==> src/rtl/wb_regfile_if.sv <==
// Bus between the MA/WB pipeline register / decode stage and the write-back register file.
// The master side drives the write-back fields and read indices; the slave side returns data.
interface wb_regfile_if #(
  parameter int XLEN = 32
);
  logic [2:0]      ctrSignalsIn;
  logic [XLEN-1:0] ResultIn;
  logic [XLEN-1:0] DataIn;
  logic [XLEN-1:0] Imm32In;
  logic [XLEN-1:0] AddrIn;
  logic [4:0]      rdIn;
  logic [4:0]      rs1In;
  logic [4:0]      rs2In;
  logic [XLEN-1:0] rs1DataOut;
  logic [XLEN-1:0] rs2DataOut;
  logic [XLEN-1:0] wbDataOut;
  logic            wbEnOut;
  logic [31:0]     retireCntOut;

  modport master (
    output ctrSignalsIn, ResultIn, DataIn, Imm32In, AddrIn, rdIn, rs1In, rs2In,
    input  rs1DataOut, rs2DataOut, wbDataOut, wbEnOut, retireCntOut
  );

  modport slave (
    input  ctrSignalsIn, ResultIn, DataIn, Imm32In, AddrIn, rdIn, rs1In, rs2In,
    output rs1DataOut, rs2DataOut, wbDataOut, wbEnOut, retireCntOut
  );
endinterface

==> src/rtl/wb_regfile.sv <==
// Write-back select, architectural register file with two bypassed async read ports,
// and a free-running count of committed register writes.
module wb_regfile #(
  parameter int NREGS = 32,
  parameter int XLEN  = 32
) (
  input  logic         clkIn,
  input  logic         resetIn,
  wb_regfile_if.slave  bus
);

  localparam int IDXW = (NREGS > 1) ? $clog2(NREGS) : 1;

  typedef enum logic [1:0] {
    WB_RESULT = 2'b00,
    WB_DATA   = 2'b01,
    WB_IMM    = 2'b10,
    WB_ADDR   = 2'b11
  } wb_sel_e;

  typedef struct packed {
    logic    reg_write;
    wb_sel_e wb_sel;
  } ctr_t;

  ctr_t            ctr;
  logic [XLEN-1:0] regs [NREGS];
  logic [XLEN-1:0] wb_data;
  logic            wb_en;
  logic [31:0]     retire_cnt_q;

  assign ctr = ctr_t'(bus.ctrSignalsIn);

  // Indices beyond the implemented register count behave like x0.
  function automatic logic idx_ok(input logic [4:0] idx);
    return ({1'b0, idx} < 6'(NREGS));
  endfunction

  function automatic logic [XLEN-1:0] read_port(
    input logic [4:0]      rs,
    input logic [4:0]      rd,
    input logic            en,
    input logic [XLEN-1:0] bypass
  );
    if (rs == 5'd0 || !idx_ok(rs))
      return '0;
    else if (en && rs == rd)
      return bypass;
    else
      return regs[rs[IDXW-1:0]];
  endfunction

  // NOTE: every output of a combinational block gets a default first, so no path leaves it
  // unassigned and no latch is inferred.
  always_comb begin
    wb_data = bus.ResultIn;
    case (ctr.wb_sel)
      WB_RESULT: wb_data = bus.ResultIn;
      WB_DATA:   wb_data = bus.DataIn;
      WB_IMM:    wb_data = bus.Imm32In;
      WB_ADDR:   wb_data = bus.AddrIn;
      default:   wb_data = bus.ResultIn;
    endcase
  end

  // Reset suppresses the write, the bypass and the count in the same cycle.
  assign wb_en = ctr.reg_write && (bus.rdIn != 5'd0) && idx_ok(bus.rdIn) && !resetIn;

  assign bus.wbDataOut    = wb_data;
  assign bus.wbEnOut      = wb_en;
  assign bus.rs1DataOut   = read_port(bus.rs1In, bus.rdIn, wb_en, wb_data);
  assign bus.rs2DataOut   = read_port(bus.rs2In, bus.rdIn, wb_en, wb_data);
  assign bus.retireCntOut = retire_cnt_q;

  // NOTE: state is updated with non-blocking assignments so every flop samples the
  // pre-edge values regardless of statement order. The register file is built from flops,
  // so it can be cleared by reset like any other state.
  always_ff @(posedge clkIn) begin
    if (resetIn) begin
      for (int i = 0; i < NREGS; i++)
        regs[i] <= '0;
      retire_cnt_q <= '0;
    end else if (wb_en) begin
      regs[bus.rdIn[IDXW-1:0]] <= wb_data;
      retire_cnt_q             <= retire_cnt_q + 32'd1;
    end
  end

endmodule

==> src/flat_wrapper.sv <==
// flat-port wrapper written by rule: the top's interface ports become plain ports
module wb_regfile_flat 
#(
  parameter int NREGS = 32,
  parameter int XLEN  = 32
)
  (clkIn, resetIn, bus_ctrSignalsIn, bus_ResultIn, bus_DataIn, bus_Imm32In, bus_AddrIn, bus_rdIn, bus_rs1In, bus_rs2In, bus_rs1DataOut, bus_rs2DataOut, bus_wbDataOut, bus_wbEnOut, bus_retireCntOut);
  wb_regfile_if #(.XLEN(XLEN)) bus_i ();
  input  logic clkIn;
  input  logic resetIn;
  input wire logic [$bits(bus_i.ctrSignalsIn)-1:0] bus_ctrSignalsIn;
  input wire logic [$bits(bus_i.ResultIn)-1:0] bus_ResultIn;
  input wire logic [$bits(bus_i.DataIn)-1:0] bus_DataIn;
  input wire logic [$bits(bus_i.Imm32In)-1:0] bus_Imm32In;
  input wire logic [$bits(bus_i.AddrIn)-1:0] bus_AddrIn;
  input wire logic [$bits(bus_i.rdIn)-1:0] bus_rdIn;
  input wire logic [$bits(bus_i.rs1In)-1:0] bus_rs1In;
  input wire logic [$bits(bus_i.rs2In)-1:0] bus_rs2In;
  output wire logic [$bits(bus_i.rs1DataOut)-1:0] bus_rs1DataOut;
  output wire logic [$bits(bus_i.rs2DataOut)-1:0] bus_rs2DataOut;
  output wire logic [$bits(bus_i.wbDataOut)-1:0] bus_wbDataOut;
  output wire logic [$bits(bus_i.wbEnOut)-1:0] bus_wbEnOut;
  output wire logic [$bits(bus_i.retireCntOut)-1:0] bus_retireCntOut;
  assign bus_i.ctrSignalsIn = bus_ctrSignalsIn;
  assign bus_i.ResultIn = bus_ResultIn;
  assign bus_i.DataIn = bus_DataIn;
  assign bus_i.Imm32In = bus_Imm32In;
  assign bus_i.AddrIn = bus_AddrIn;
  assign bus_i.rdIn = bus_rdIn;
  assign bus_i.rs1In = bus_rs1In;
  assign bus_i.rs2In = bus_rs2In;
  assign bus_rs1DataOut = bus_i.rs1DataOut;
  assign bus_rs2DataOut = bus_i.rs2DataOut;
  assign bus_wbDataOut = bus_i.wbDataOut;
  assign bus_wbEnOut = bus_i.wbEnOut;
  assign bus_retireCntOut = bus_i.retireCntOut;
  wb_regfile #(.NREGS(NREGS), .XLEN(XLEN)) u_core (.clkIn(clkIn), .resetIn(resetIn), .bus(bus_i));
endmodule
==> config.mk <==
export PLATFORM = sky130hd
export DESIGN_NAME = wb_regfile_flat
export DESIGN_NICKNAME = d
export VERILOG_FILES = /design/src/rtl/wb_regfile_if.sv /design/src/rtl/wb_regfile.sv /design/src/flat_wrapper.sv
export SDC_FILE = /design/constraint.sdc
export NUM_CORES = 2
export LEC_CHECK = 0
export CORE_MARGIN = 2
export CORE_UTILIZATION = 30
export CTS_CLUSTER_SIZE = 10
export DETAILED_ROUTE_END_ITERATION = 6
export SYNTH_ARGS = -nofsm -noshare
export SYNTH_HDL_FRONTEND = slang
export SYNTH_SLANG_ARGS = --single-unit
==> constraint.sdc <==
create_clock -name clkIn -period 3.8 [get_ports clkIn]
set_input_delay 0.76 -clock clkIn [delete_from_list [all_inputs] [get_ports clkIn]]
set_output_delay 0.76 -clock clkIn [all_outputs]
set_load 0.02 [all_outputs]
==> impl_metrics.prom <==
# TYPE chip_impl_metric gauge
chip_impl_metric{name="initial_utilization",unit="%"} 30.13
chip_impl_metric{name="port-buffer-count",unit=""} 276
chip_impl_metric{name="io_pins",unit=""} 277
chip_impl_metric{name="design.final.nets",unit=""} 4898
chip_impl_metric{name="synth-simple-area-share",unit="%"} 11.09
chip_impl_metric{name="number_of_antenna_violations_at_the_first_check_in_global_routing",unit=""} 2
chip_impl_metric{name="dr_wl_met2",unit="mm"} 105.3
chip_impl_metric{name="drt-total-wl",unit="mm"} 222.9
chip_impl_metric{name="synth.ff_latch_count",unit=""} 1056
chip_impl_metric{name="worstPathRequired",unit="ns"} 3.04
chip_impl_metric{name="transition_time_at_the_pin_with_the_least_slew_margin",unit="ns"} 1.100
chip_impl_metric{name="post_layout_nonfiller_instances",unit=""} 7268
chip_impl_info{name="synth_area_leaders",value="sky130_fd_sc_hd__edfxtp_1 55%, sky130_fd_sc_hd__mux4_2 19%, sky130_fd_sc_hd__nor2_1 7.0%"} 1
chip_impl_info{name="worst_hold_path.endpoint",value="u_core.bus.retireCntOut[31]"} 1
chip_impl_metric{name="grt_use_total",unit="%"} 23.00
chip_impl_metric{name="placement.cell_area",unit="mm2"} 0.06530
chip_impl_metric{name="critical_path_arrival",unit="ns"} 3.28
chip_impl_info{name="cp-start-kind",value="input port"} 1
chip_impl_metric{name="power.density_cell_area",unit="mW/mm2"} 409.1
chip_impl_metric{name="max-vdd-ir-drop",unit="uV"} 392.8
chip_impl_metric{name="first_global_vias",unit=""} 41700
chip_impl_metric{name="post_synth_edffs",unit=""} 1024
chip_impl_metric{name="post-dp-hpwl",unit="mm"} 137.2
chip_impl_metric{name="timing.final.setup_violations",unit=""} 54
chip_impl_metric{name="dr_total_vias",unit=""} 41820
chip_impl_metric{name="postSynthAreaPerCell",unit="um2"} 13.78
chip_impl_metric{name="layout.cell_area.non_filler",unit="mm2"} 0.07336
chip_impl_info{name="worst_r2r_startpoint",value="u_core.bus.retireCntOut[13]"} 1
chip_impl_info{name="hold_path.class",value="flop to flop"} 1
chip_impl_info{name="combinational_family_with_the_most_area_after_synthesis",value="multiplexers"} 1
chip_impl_metric{name="worst-path-max-fanout",unit=""} 5
chip_impl_metric{name="cts.reportedPaths.clkPinSlew",unit="ns"} 0.06
chip_impl_metric{name="synth_seq_area_share",unit="%"} 56.29
chip_impl_metric{name="synth_top_cell_area_share",unit="%"} 55.15
chip_impl_metric{name="synth-compound-area-share",unit="%"} 4.039
chip_impl_info{name="synth_area_leader_cell",value="sky130_fd_sc_hd__edfxtp_1"} 1
chip_impl_metric{name="final.setup_skew",unit="ns"} 0.02480
chip_impl_metric{name="drc_errors",unit=""} 0
chip_impl_metric{name="route.detailed.vias_per_inst",unit=""} 5.755
chip_impl_metric{name="fp.dieW",unit="um"} 435.1
chip_impl_metric{name="yosys.area_share.adder",unit="%"} 0.02244
chip_impl_metric{name="period_minus_ws_final",unit="ns"} 4.042
chip_impl_info{name="most-common-layout-cells",value="1042 x sky130_fd_sc_hd__nor2_1, 1024 x sky130_fd_sc_hd__edfxtp_1, 532 x sky130_fd_sc_hd__buf_4"} 1
chip_impl_metric{name="holdPathStages",unit=""} 2
chip_impl_metric{name="drt.antenna.violating_nets",unit=""} 0
chip_impl_metric{name="fmax",unit="GHz"} 0.2474
chip_impl_metric{name="route.met3.wl",unit="mm"} 22.96
chip_impl_metric{name="final_hold_viol_count",unit=""} 0
chip_impl_metric{name="wirelength_met1",unit="mm"} 80.06
chip_impl_info{name="holdCritStartpoint",value="u_core.bus.retireCntOut[31]"} 1
chip_impl_info{name="outcome",value="finished, violations left"} 1
chip_impl_metric{name="drv.max_cap_violation_count",unit=""} 0
chip_impl_metric{name="netlist_instances",unit=""} 4046
chip_impl_metric{name="r2r.worst_path.cells",unit=""} 5
chip_impl_info{name="postSynth.topFlopCell",value="sky130_fd_sc_hd__edfxtp_1"} 1
chip_impl_metric{name="slew_viols_final",unit=""} 0
chip_impl_metric{name="final_critical_path_setup_slack",unit="ns"} -0.2416
chip_impl_metric{name="drt_first_iter_violations",unit=""} 5513
chip_impl_metric{name="xor_xnor_fraction_of_synth_area",unit="%"} 0.5026
chip_impl_metric{name="detailedPlace.worstSlack",unit="ns"} -1.285
chip_impl_metric{name="final_layout_size_suffix_gt1_share",unit="%"} 37.55
chip_impl_metric{name="grt_pass1_wl",unit="mm"} 312.8
chip_impl_metric{name="syn_std_cell_area",unit="mm2"} 0.05576
chip_impl_metric{name="clock_tree.htree_level_count",unit=""} 3
chip_impl_metric{name="coreArea",unit="mm2"} 0.1850
chip_impl_metric{name="n_antenna_cell",unit=""} 0
chip_impl_info{name="setup_repair_after_global_routing_missed_its_margin",value="yes"} 1
chip_impl_metric{name="async_flop_share",unit="%"} 0
chip_impl_metric{name="routabilityCongestion",unit=""} 0.9343
chip_impl_metric{name="firstDrtPassIters",unit=""} 5
chip_impl_info{name="mostFrequentLayoutCell",value="sky130_fd_sc_hd__nor2_1"} 1
chip_impl_metric{name="maxSlewHeadroom",unit="%"} 26.65
chip_impl_metric{name="die_h",unit="um"} 435.1
chip_impl_metric{name="cts_buffer_depth",unit=""} 3
chip_impl_metric{name="leakage",unit="uW"} 0.02619
chip_impl_metric{name="ys_warn_count",unit=""} 0
chip_impl_metric{name="floorplan.rows",unit=""} 158
chip_impl_metric{name="clock-sinks",unit=""} 1056
chip_impl_info{name="clock_tree.root_cell",value="sky130_fd_sc_hd__clkbuf_16"} 1
chip_impl_metric{name="whs",unit="ns"} 0.4958
chip_impl_metric{name="avgRoutedWirePerCell",unit="um"} 30.67
chip_impl_metric{name="rrSetupSlack",unit="ns"} 1.64
chip_impl_info{name="cts_tree",value="yes"} 1
chip_impl_metric{name="netlist-cell-type-count",unit=""} 56
chip_impl_metric{name="cts_inserted_buffers",unit=""} 120
chip_impl_metric{name="final_core_util",unit="%"} 39.64
chip_impl_info{name="failed_checks",value="negative setup slack"} 1
chip_impl_metric{name="yosys-mux-area-fraction",unit="%"} 24.28
chip_impl_metric{name="area_growth",unit="%"} 31.55
chip_impl_metric{name="final_min_period_over_clock_period",unit="%"} 106.4
chip_impl_metric{name="clk-insertion-delay-late",unit="ns"} 0.77
chip_impl_metric{name="globalRoute.totalOverflow",unit=""} 0
chip_impl_info{name="kind_of_critical_path",value="input port to primary output"} 1
chip_impl_info{name="route.top_layer_used",value="met5"} 1
chip_impl_metric{name="area_enclosed_by_the_die_boundary",unit="mm2"} 0.1893
chip_impl_info{name="crit-reg2reg-capture",value="u_core.bus.retireCntOut[31]"} 1
chip_impl_metric{name="fillers",unit=""} 17050
chip_impl_info{name="cp-end-kind",value="primary output"} 1
chip_impl_metric{name="grt_start_max_net_pins",unit=""} 63
chip_impl_metric{name="place.detailed.instances",unit=""} 6929
## logic make-up (layout without fill, tap and decap cells)
family / count (synthesis) / count (layout)
buf+inv: 466 / 1177
compound gates: 308 / 308
mux: 739 / 739
fa+ha+maj: 1 / 1
other cells: 1 / 32
flops: 1056 / 1056
xor+xnor: 32 / 32
simple gates: 1443 / 1443
## layout make-up
type	instances	area [um2]	share of cell area (%)
Multi-Input combinational cell	2555	24800	33.80
Timing Repair Buffer	977	10640	14.51
Clock buffer	142	3085	4.206
Sequential cell	1056	31390	42.79
Clock inverter	19	191.4	0.2610
Tap cell	2480	3103	4.230
Inverter	39	146.4	0.1996
## metrics by stage
stage | power (uW) | TNS [ns]
2_1_floorplan | 16410 | 0
3_3_place_gp | 18840 | -57.19
3_5_place_dp | 18910 | -50.00
4_1_cts | 29790 | -3.251
5_1_grt | 30690 | -6.943
6_report | 30010 | -5.969
## what timing repair did
action / in CTS / in global routing
hold buffers: 0 / 0
resized for setup: 649 / 149
gates cloned: 26 / 1
endpoints found under the setup margin: 64 / 62
pin swaps: 91 / 52
buffers inserted: 107 / 64
## worst max-delay path by stage
stage / from / slack (ns) / to / depth (start not counted)
after floorplan: bus_rs1In[0] / 0.14 / bus_rs1DataOut[10] / 11
after global placement: bus_rdIn[3] / -1.94 / bus_rs2DataOut[26] / 9
after detailed placement: bus_rdIn[3] / -1.29 / bus_rs2DataOut[18] / 10
after CTS: bus_rs1In[0] / -0.18 / bus_rs1DataOut[3] / 11
after global routing: bus_rs1In[0] / -0.25 / bus_rs1DataOut[3] / 11
final: bus_rs1In[0] / -0.24 / bus_rs1DataOut[3] / 11
## critical path, cell delays in order
cell	delay (ns)
sky130_fd_sc_hd__buf_16	0.13
sky130_fd_sc_hd__buf_12	0.14
sky130_fd_sc_hd__buf_16	0.14
sky130_fd_sc_hd__buf_12	0.12
sky130_fd_sc_hd__mux4_2	0.50
sky130_fd_sc_hd__mux4_2	0.54
sky130_fd_sc_hd__nor2b_4	0.16
sky130_fd_sc_hd__nor4_4	0.37
sky130_fd_sc_hd__buf_4	0.20
sky130_fd_sc_hd__a211oi_4	0.04
sky130_fd_sc_hd__buf_6	0.15
## registers in the layout, indices dropped and copies added (netlist names)
name	cells
u_core.bus.retireCntOut	32
u_core.regs	1024
## per-layer routing
layer	vias up	track usage, %
met5	-	0
met4	2	13.49
met3	609	4.884
met2	2793	37.38
met1	21610	28.26
li1	16810	-
## cell usage after synthesis, types with 2 or more instances
| cell | n |
|---|---|
| sky130_fd_sc_hd__or4_1 | 2 |
| sky130_fd_sc_hd__buf_6 | 22 |
| sky130_fd_sc_hd__nand4_1 | 10 |
| sky130_fd_sc_hd__xnor2_1 | 22 |
| sky130_fd_sc_hd__mux2_1 | 14 |
| sky130_fd_sc_hd__and2_1 | 24 |
| sky130_fd_sc_hd__buf_4 | 12 |
| sky130_fd_sc_hd__dfxtp_1 | 32 |
| sky130_fd_sc_hd__and4_1 | 3 |
| sky130_fd_sc_hd__inv_1 | 39 |
| sky130_fd_sc_hd__nor2b_1 | 111 |
| sky130_fd_sc_hd__nand2b_1 | 37 |
| sky130_fd_sc_hd__nand3_1 | 14 |
| sky130_fd_sc_hd__o31ai_1 | 2 |
| sky130_fd_sc_hd__a2111oi_0 | 86 |
| sky130_fd_sc_hd__and3_1 | 6 |
| sky130_fd_sc_hd__nand2_1 | 83 |
| sky130_fd_sc_hd__or2_2 | 3 |
| sky130_fd_sc_hd__xor2_1 | 10 |
| sky130_fd_sc_hd__o21ai_0 | 8 |
| sky130_fd_sc_hd__a21oi_1 | 10 |
| sky130_fd_sc_hd__buf_2 | 48 |
| sky130_fd_sc_hd__nor3b_1 | 5 |
| sky130_fd_sc_hd__nand4b_1 | 3 |
| sky130_fd_sc_hd__nor3_1 | 44 |
| sky130_fd_sc_hd__o22ai_1 | 38 |
| sky130_fd_sc_hd__mux4_2 | 481 |
| sky130_fd_sc_hd__nor4_1 | 39 |
| sky130_fd_sc_hd__buf_12 | 2 |
| sky130_fd_sc_hd__edfxtp_1 | 1024 |
| sky130_fd_sc_hd__buf_8 | 4 |
| sky130_fd_sc_hd__buf_1 | 25 |
| sky130_fd_sc_hd__clkbuf_1 | 312 |
| sky130_fd_sc_hd__nand3b_1 | 3 |
| sky130_fd_sc_hd__a211oi_1 | 123 |
| sky130_fd_sc_hd__o21ai_1 | 33 |
| sky130_fd_sc_hd__or3_1 | 5 |
| sky130_fd_sc_hd__nor2_1 | 1046 |
| sky130_fd_sc_hd__mux2_2 | 83 |
| sky130_fd_sc_hd__mux2i_1 | 161 |
| sky130_fd_sc_hd__and3b_1 | 2 |
## power breakdown
group | internal [uW] | switching [uW] | leakage [uW]
sequential | 13400 | 329 | 0.0100
combinational | 2670 | 3160 | 0.0146
clock | 5770 | 4690 | 0.00160
total | 21800 | 8180 | 0.0262
Note: power is estimated with default switching activity, not from simulation.
